<file path="config.mk">
export PLATFORM = sky130hd
export DESIGN_NAME = rf_write_arbiter_flat
export DESIGN_NICKNAME = d
export VERILOG_FILES = /design/src/rtl/rf_write_arbiter_if.sv /design/src/rtl/rf_write_arbiter.sv /design/src/flat_wrapper.sv
export SDC_FILE = /design/constraint.sdc
export NUM_CORES = 1
export LEC_CHECK = 0
export CAP_MARGIN = 5
export CORE_MARGIN = 2
export CORE_UTILIZATION = 30
export CTS_CLUSTER_DIAMETER = 200
export CTS_CLUSTER_SIZE = 12
export DETAILED_ROUTE_END_ITERATION = 8
export HOLD_SLACK_MARGIN = 0.03
export PLACE_DENSITY = 0.71
export SYNTH_ARGS = -nofsm -noshare
export SYNTH_HDL_FRONTEND = slang
export SYNTH_SLANG_ARGS = --single-unit
</file>
<file path="constraint.sdc">
create_clock -name CLK -period 2.93 [get_ports CLK]
set_input_delay 0.879 -clock CLK [delete_from_list [all_inputs] [get_ports CLK]]
set_output_delay 0.879 -clock CLK [all_outputs]
set_load 0.01 [all_outputs]
</file>
<file path="src/rtl/rf_write_arbiter_if.sv">
// Writeback requester handshakes and the register file write port of rf_write_arbiter.
interface rf_write_arbiter_if #(
    parameter int AdressWidth = 5,
    parameter int WIDTH       = 32
);
    logic                   HOLD;
    logic                   REQ0_VALID;
    logic [AdressWidth-1:0] REQ0_ADDR;
    logic [WIDTH-1:0]       REQ0_DATA;
    logic                   REQ0_READY;
    logic                   REQ1_VALID;
    logic [AdressWidth-1:0] REQ1_ADDR;
    logic [WIDTH-1:0]       REQ1_DATA;
    logic                   REQ1_READY;
    logic                   WE3;
    logic [AdressWidth-1:0] A3;
    logic [WIDTH-1:0]       WD3;
    logic                   LAST_GRANT;
    logic                   COLLIDE;

    // Drives requests, observes grants and the write port.
    modport master (
        output HOLD, REQ0_VALID, REQ0_ADDR, REQ0_DATA, REQ1_VALID, REQ1_ADDR, REQ1_DATA,
        input  REQ0_READY, REQ1_READY, WE3, A3, WD3, LAST_GRANT, COLLIDE
    );

    modport slave (
        input  HOLD, REQ0_VALID, REQ0_ADDR, REQ0_DATA, REQ1_VALID, REQ1_ADDR, REQ1_DATA,
        output REQ0_READY, REQ1_READY, WE3, A3, WD3, LAST_GRANT, COLLIDE
    );
endinterface

</file>
<file path="src/rtl/rf_write_arbiter.sv">
// Round-robin arbiter sharing the register file write port between two writeback sources;
// the granted write is registered and presented one cycle after acceptance.
module rf_write_arbiter #(
    parameter int AdressWidth  = 5,
    parameter int WIDTH        = 32,
    parameter bit ZERO_DISCARD = 1'b1
) (
    input  logic CLK,
    input  logic RST,
    rf_write_arbiter_if.slave bus
);
    typedef enum logic {
        GRANT0_LAST = 1'b0,
        GRANT1_LAST = 1'b1
    } grant_state_t;

    grant_state_t           state_reg, state_next;
    logic                   grant0, grant1;
    logic                   we_reg, we_next;
    logic [AdressWidth-1:0] a_reg, a_next;
    logic [WIDTH-1:0]       wd_reg, wd_next;
    logic                   collide_reg, collide_next;
    logic                   same_addr;

    assign same_addr = (bus.REQ0_ADDR == bus.REQ1_ADDR) && (bus.REQ0_ADDR != '0);

    always_ff @(posedge CLK) begin
        if (!RST) begin
            state_reg   <= GRANT1_LAST;
            we_reg      <= 1'b0;
            a_reg       <= '0;
            wd_reg      <= '0;
            collide_reg <= 1'b0;
        end else begin
            state_reg   <= state_next;
            we_reg      <= we_next;
            a_reg       <= a_next;
            wd_reg      <= wd_next;
            collide_reg <= collide_next;
        end
    end

    always_comb begin
        grant0       = 1'b0;
        grant1       = 1'b0;
        state_next   = state_reg;
        we_next      = 1'b0;
        a_next       = a_reg;
        wd_next      = wd_reg;
        collide_next = bus.REQ0_VALID && bus.REQ1_VALID && same_addr;

        // On a tie the requester that did not win last time goes first.
        if (RST && !bus.HOLD) begin
            if (bus.REQ0_VALID && bus.REQ1_VALID) begin
                if (state_reg == GRANT1_LAST) grant0 = 1'b1;
                else                          grant1 = 1'b1;
            end else if (bus.REQ0_VALID) begin
                grant0 = 1'b1;
            end else if (bus.REQ1_VALID) begin
                grant1 = 1'b1;
            end
        end

        if (grant0) begin
            state_next = GRANT0_LAST;
            a_next     = bus.REQ0_ADDR;
            wd_next    = bus.REQ0_DATA;
            we_next    = !(ZERO_DISCARD && (bus.REQ0_ADDR == '0));
        end else if (grant1) begin
            state_next = GRANT1_LAST;
            a_next     = bus.REQ1_ADDR;
            wd_next    = bus.REQ1_DATA;
            we_next    = !(ZERO_DISCARD && (bus.REQ1_ADDR == '0));
        end
    end

    assign bus.REQ0_READY = grant0;
    assign bus.REQ1_READY = grant1;
    assign bus.WE3        = we_reg;
    assign bus.A3         = a_reg;
    assign bus.WD3        = wd_reg;
    assign bus.LAST_GRANT = (state_reg == GRANT1_LAST);
    assign bus.COLLIDE    = collide_reg;
endmodule
</file>
<file path="src/flat_wrapper.sv">
// flat-port wrapper written by rule: the top's interface ports become plain ports
module rf_write_arbiter_flat 
#(
    parameter int AdressWidth  = 5,
    parameter int WIDTH        = 32,
    parameter bit ZERO_DISCARD = 1'b1
)
  (CLK, RST, bus_HOLD, bus_REQ0_VALID, bus_REQ0_ADDR, bus_REQ0_DATA, bus_REQ1_VALID, bus_REQ1_ADDR, bus_REQ1_DATA, bus_REQ0_READY, bus_REQ1_READY, bus_WE3, bus_A3, bus_WD3, bus_LAST_GRANT, bus_COLLIDE);
  rf_write_arbiter_if #(.AdressWidth(AdressWidth), .WIDTH(WIDTH)) bus_i ();
  input  logic CLK;
  input  logic RST;
  input wire logic [$bits(bus_i.HOLD)-1:0] bus_HOLD;
  input wire logic [$bits(bus_i.REQ0_VALID)-1:0] bus_REQ0_VALID;
  input wire logic [$bits(bus_i.REQ0_ADDR)-1:0] bus_REQ0_ADDR;
  input wire logic [$bits(bus_i.REQ0_DATA)-1:0] bus_REQ0_DATA;
  input wire logic [$bits(bus_i.REQ1_VALID)-1:0] bus_REQ1_VALID;
  input wire logic [$bits(bus_i.REQ1_ADDR)-1:0] bus_REQ1_ADDR;
  input wire logic [$bits(bus_i.REQ1_DATA)-1:0] bus_REQ1_DATA;
  output wire logic [$bits(bus_i.REQ0_READY)-1:0] bus_REQ0_READY;
  output wire logic [$bits(bus_i.REQ1_READY)-1:0] bus_REQ1_READY;
  output wire logic [$bits(bus_i.WE3)-1:0] bus_WE3;
  output wire logic [$bits(bus_i.A3)-1:0] bus_A3;
  output wire logic [$bits(bus_i.WD3)-1:0] bus_WD3;
  output wire logic [$bits(bus_i.LAST_GRANT)-1:0] bus_LAST_GRANT;
  output wire logic [$bits(bus_i.COLLIDE)-1:0] bus_COLLIDE;
  assign bus_i.HOLD = bus_HOLD;
  assign bus_i.REQ0_VALID = bus_REQ0_VALID;
  assign bus_i.REQ0_ADDR = bus_REQ0_ADDR;
  assign bus_i.REQ0_DATA = bus_REQ0_DATA;
  assign bus_i.REQ1_VALID = bus_REQ1_VALID;
  assign bus_i.REQ1_ADDR = bus_REQ1_ADDR;
  assign bus_i.REQ1_DATA = bus_REQ1_DATA;
  assign bus_REQ0_READY = bus_i.REQ0_READY;
  assign bus_REQ1_READY = bus_i.REQ1_READY;
  assign bus_WE3 = bus_i.WE3;
  assign bus_A3 = bus_i.A3;
  assign bus_WD3 = bus_i.WD3;
  assign bus_LAST_GRANT = bus_i.LAST_GRANT;
  assign bus_COLLIDE = bus_i.COLLIDE;
  rf_write_arbiter #(.AdressWidth(AdressWidth), .WIDTH(WIDTH), .ZERO_DISCARD(ZERO_DISCARD)) u_core (.CLK(CLK), .RST(RST), .bus(bus_i));
endmodule
</file>
=== Yosys cells after proc, flatten, opt, wreduce, memory -nomap -nowiden ===
Index checks and enable logic that the tools add are counted.

* Register bits: 40
* Bits in latches: 0
* Memory bits (writable): 0
* Memory bits (read-only): 0
* Word-level logic and storage cells: 34
* Memories kept: 0

* Add/sub/neg operators: 0
* $mul: 0
* Div/mod/pow operators: 0
* Order comparisons: 0
* Equality and inequality tests: 1
* Shift-type cells: 0
* Mux-type cells: 17
* Bitwise gates (word level): 0
* Reduce and logical (&&, ||, !) cells: 11

{| class="wikitable"
|+ Operators with widths
! kind !! number
|-
| two-way mux 32 bit || 2
|-
| two-way mux 1 bit || 13
|-
| logical NOT 5 bit || 2
|-
| two-way mux 5 bit || 2
|-
| equality test 5 bit || 1
|-
| nonzero test 5 bit || 1
|-
| logical AND 1 bit || 4
|-
| logical NOT 1 bit || 3
|-
| nonzero test 2 bit || 1
|}

=== Logic depth before layout (Yosys ltp) ===
Gate-level depths: netlist of run 1.

* Depth after elaboration: 6
* Mapped depth: 6

=== Worst setup path before layout of run 1 ===
No wires, ideal clock.

* Kind: input -> output
* Start: in bus_REQ1_VALID
* End: out bus_REQ0_READY
* Arrival time: 1.507 ns
* Required time: 2.051 ns
* Slack: 0.544 ns
* Stages: 4
* Buffers on the path: 2
* Cells stage by stage: and2b_1 > buf_4 > buf_2 > nor2_1

* Cells in the longest elaborated chain, start to end: 3

{| class="wikitable"
|+ Ends and longest elaborated chain
! what !! RTL line !! RTL
|-
| start, declared || flat_wrapper.sv:16 || <nowiki>input wire logic [$bits(bus_i.REQ1_VALID)-1:0] bus_REQ1_VALID;</nowiki>
|-
| logical AND 1 bit || rf_write_arbiter.sv:54 || <nowiki>if (bus.REQ0_VALID && bus.REQ1_VALID) begin</nowiki>
|-
| two-way mux 1 bit || rf_write_arbiter.sv:54 ||
|-
| two-way mux 1 bit || rf_write_arbiter.sv:53 || <nowiki>if (RST && !bus.HOLD) begin</nowiki>
|-
| end, declared || flat_wrapper.sv:19 || <nowiki>output wire logic [$bits(bus_i.REQ0_READY)-1:0] bus_REQ0_READY;</nowiki>
|}

Every way passes these cells.

=== Worst setup path after layout of run 1 ===
* Start: in RST
* End: out bus_REQ1_READY

* Cells in the longest elaborated chain, start to end: 2

{| class="wikitable"
|+ Ends and longest elaborated chain
! what !! RTL line !! RTL
|-
| start, declared || flat_wrapper.sv:11 || <nowiki>input logic RST;</nowiki>
|-
| logical AND 1 bit || rf_write_arbiter.sv:53 ||
|-
| two-way mux 1 bit || rf_write_arbiter.sv:53 ||
|-
| end, declared || flat_wrapper.sv:20 || <nowiki>output wire logic [$bits(bus_i.REQ1_READY)-1:0] bus_REQ1_READY;</nowiki>
|}

Every way passes these cells.

==> metrics.md, run 1 <==
| Metric | Value |
|---|---|
| Die ar. | 8240 sq um |
| CTS tree | built |
| Clk_lat worst skew | 0.29 ns |
| DR pass1 iterations | 4 |
| Hold/Removal Path Class | flip-flop to flip-flop |
| # rows | 31 |
| Remaining DRCs | 0 |
| Max-Cap Viols | 0 |
| Most frequent cells after synthesis | 40 x dfxtp_1, 38 x nand3_1, 37 x a21oi_1 |
| Most frequent cell after synthesis | dfxtp_1 |
| CTS buffer count | 5 |
| Final GP Congestion | 0.736 |
| Rel. slew slack | 36.5% |
| Syn Nets | 327 |
| Static Leak | 1.16 nW |
| Worst-path fanout max | 3 |
| P_int | 0.999 mW |
| WL final | 7.66 mm |
| CP Launch Type | input pin |
| Wire length per cell | 16.8 um |
| Dominant cell type by area after synthesis | dfxtp_1 |
| Clk sinks | 40 |
| Yosys cell types | 30 |
| Via count | approximately 2500 |
| Nets@finish | 436 |
| RSZ-0062 raised after global routing | no |
| Diode count | 0 |
| Yosys top cell area share | between 30% and 40% |
| Vias per cell | 5.40 |
| Post-DP HPWL | about 5.1 mm |
| Initial antenna violation count | 0 |
| Die Height | just over 90 um |
| Status | completed |
| Post-route ant nets | 0 |
| EDFF count, synth | 0 |
| Ys flop type | dfxtp_1 |
| Setup TNS | 0 ns |
| Final worst-path cycle share | around 97% |
| Sw Pwr | 0.380 mW |
| Comb power frac | 29.4% |
| Worst-Margin Slew | 0.950 ns |
| Vias in the first global route | 2502 |
| Ranking of synthesized cells by area | dfxtp_1 35%, a311oi_2 20%, nand3_1 8.4% |
| Worst-path clk slew | 0.07 ns |
| Seq/Total Area, Yosys | 35.4% |
| Htree depth | 2 |
| Setup Skew | ~0.0055 ns |
| Avg Synthesized Cell Area | 9.11 sq um |
| Fillers | 738 |
| Synth Instances | 248 |
| Count of final setup violators | 0 |
| WP data arrival | slightly below 2 ns |
| Post-CTS Hold Fix Bufs | 0 |
| Flops & latches, synth | 40 |
| Pwr dens | 380 nW/um^2 |
| Longest Clk Path Bufs | 2 |
| Setup crit end kind | output port |
| Worst vdd ir | between 150 and 200 uV |
| Root Driver | clkbuf_8 |
| Max Fclk | 0.350 GHz |
| Synth warn | 0 |
| Reg2reg setup slack | 1.46 ns |
| Area growth syn-to-layout | 60.5% |
| Port Buffers | 120 |
| Slew Viols, Final | 0 |
| Part of the power in registers | 43.3% |
| Min Tclk post-route | approximately 2.9 ns |
| Switching share of power | between 20 and 30% |
| Total GRT Usage | 18.5% |
| Global-route wire length before repair | 12.5 mm |
| DRT iter0 DRCs | 125 |
| Final Hold Viols | 0 |
| WHS | 0.526 ns |
| Top Ports | 121 |
| Core Area | 7290 sq um |
| Asr flop ratio synth | 0% |
| Post-synthesis cell area | approximately 2300 sq um |
| Die width | 90.8 um |
| Kind of critical path | input pin to output port |
| Share of layout cells above drive strength 1 | 15.1% |
| Required @ worst endpoint | ~2.1 ns |
| Clock Power Share | 27.3% |
| Total congestion overflow | 0 |
| Largest net degree at the start of global routing | 41 |
| Initial Util | 31.0% |
[through the flow]
| stage | cells | power, mW | area [sq um] | worst slack, ns | utilization (%) |
|---|---|---|---|---|---|
| detailed placement | 449 | 1.02 | 3540 | -0.186 | 48.5 |
| global placement | 449 | 1.01 | 3540 | -0.149 | 48.5 |
| floorplan | 248 | 0.794 | 2260 | 0.544 | - |
| CTS | 457 | 1.40 | 3630 | 0.0776 | 49.7 |
| global route | 457 | 1.46 | 3630 | 0.0229 | 49.7 |
| finish | 457 | 1.38 | 3630 | 0.0769 | 49.7 |
[cell families after synthesis]
group / count (synthesis) / share of synthesized area (%)
and+or+nand+nor: 53 / 12.5
DFF: 40 / 35.4
xor gates and xnor gates: 5 / 1.94
AOI/OAI and AO/OA: 116 / 40.4
buffers and inverters: 34 / 9.69
[timing repair]
| action | in CTS | in global routing |
|---|---|---|
| endpoints found under the hold margin | 0 | 0 |
| setup endpoints to repair | 2 | 0 |
| buffers inserted | 0 | 0 |
| resized for setup | 2 | 0 |
[worst max-delay path: stages]
cell	delay, ns
clkdlybuf4s50_1	0.51
nor2b_4	0.16
and3_1	0.15
dlygate4sd2_1	0.27
[placed cells by master, fill, tap and decap left out, types with 2 or more instances in the layout]
cell type	netlist	routed
a21oi_1	37	37
a311oi_2	30	30
nand2_1	2	2
clkbuf_1	7	2
o21ai_0	32	32
nand3_1	38	38
a311oi_1	7	7
dlygate4sd2_1	0	2
buf_12	0	4
buf_4	4	10
dfxtp_1	40	40
clkbuf_8	0	6
xnor2_1	5	5
or4_1	2	2
o21ai_1	8	8
clkdlybuf4s50_1	0	118
[power by group through the flow]
stage / clock, mW / sequential, mW / combinational, mW
floorplan: 0 / 0.625 / 0.169
global placement: 0 / 0.609 / 0.403
detailed placement: 0 / 0.610 / 0.407
CTS: 0.393 / 0.598 / 0.408
global route: 0.418 / 0.602 / 0.436
finish: 0.376 / 0.598 / 0.405
[final cells by class]
cell class / count / area, sq um / share of cell area [%]
Timing Repair Buffer: 134 / 1350 / 37.3
Multi-Input combinational cell: 174 / 1250 / 34.5
Sequential cell: 40 / 801 / 22.1
Tap cell: 99 / 124 / 3.41
Clock buffer: 8 / 90.1 / 2.48
Inverter: 2 / 7.51 / 0.207
[registers in the layout, indices dropped and copies added (netlist names)]
register,cells
u_core.bus.WD3,32
u_core.bus.WE3,1
u_core.bus.LAST_GRANT,1
u_core.bus.A3,5
u_core.bus.COLLIDE,1
[metal layers]
layer	global-route usage, %	part of all wire, %	vias up
met3	4.09	6.3	6
met4	4.04	0.85	0
li1	-	-	1181
met5	0	0	-
met1	23.2	43	1184
met2	32.5	50	96
[path summary, 6_finish.rpt]
path / to / depth (start not counted) / from
worst max register to register: u_core.bus.WD3[14]$_SDFFE_PN0P_ / 4 / u_core.bus.LAST_GRANT$_SDFFE_PN1P_
worst max-delay path: bus_REQ1_READY / 4 / RST
worst min-delay path: u_core.bus.WD3[10]$_SDFFE_PN0P_ / 2 / u_core.bus.WD3[10]$_SDFFE_PN0P_
worst min register to register: u_core.bus.WD3[10]$_SDFFE_PN0P_ / 2 / u_core.bus.WD3[10]$_SDFFE_PN0P_
Note: power is estimated with default switching activity, not from simulation.
==> inputs of run 2 (changes only) <==
Settings changed: CAP_MARGIN 5 to 20.
==> results of run 2 <==
No change in the layout: final DEF, timing and power equal those of run 1.
==> inputs of run 3 (changes only) <==
Settings changed: CTS_CLUSTER_SIZE 12 to unset.
==> results of run 3 <==
No change in the layout: final DEF, timing and power equal those of run 1.
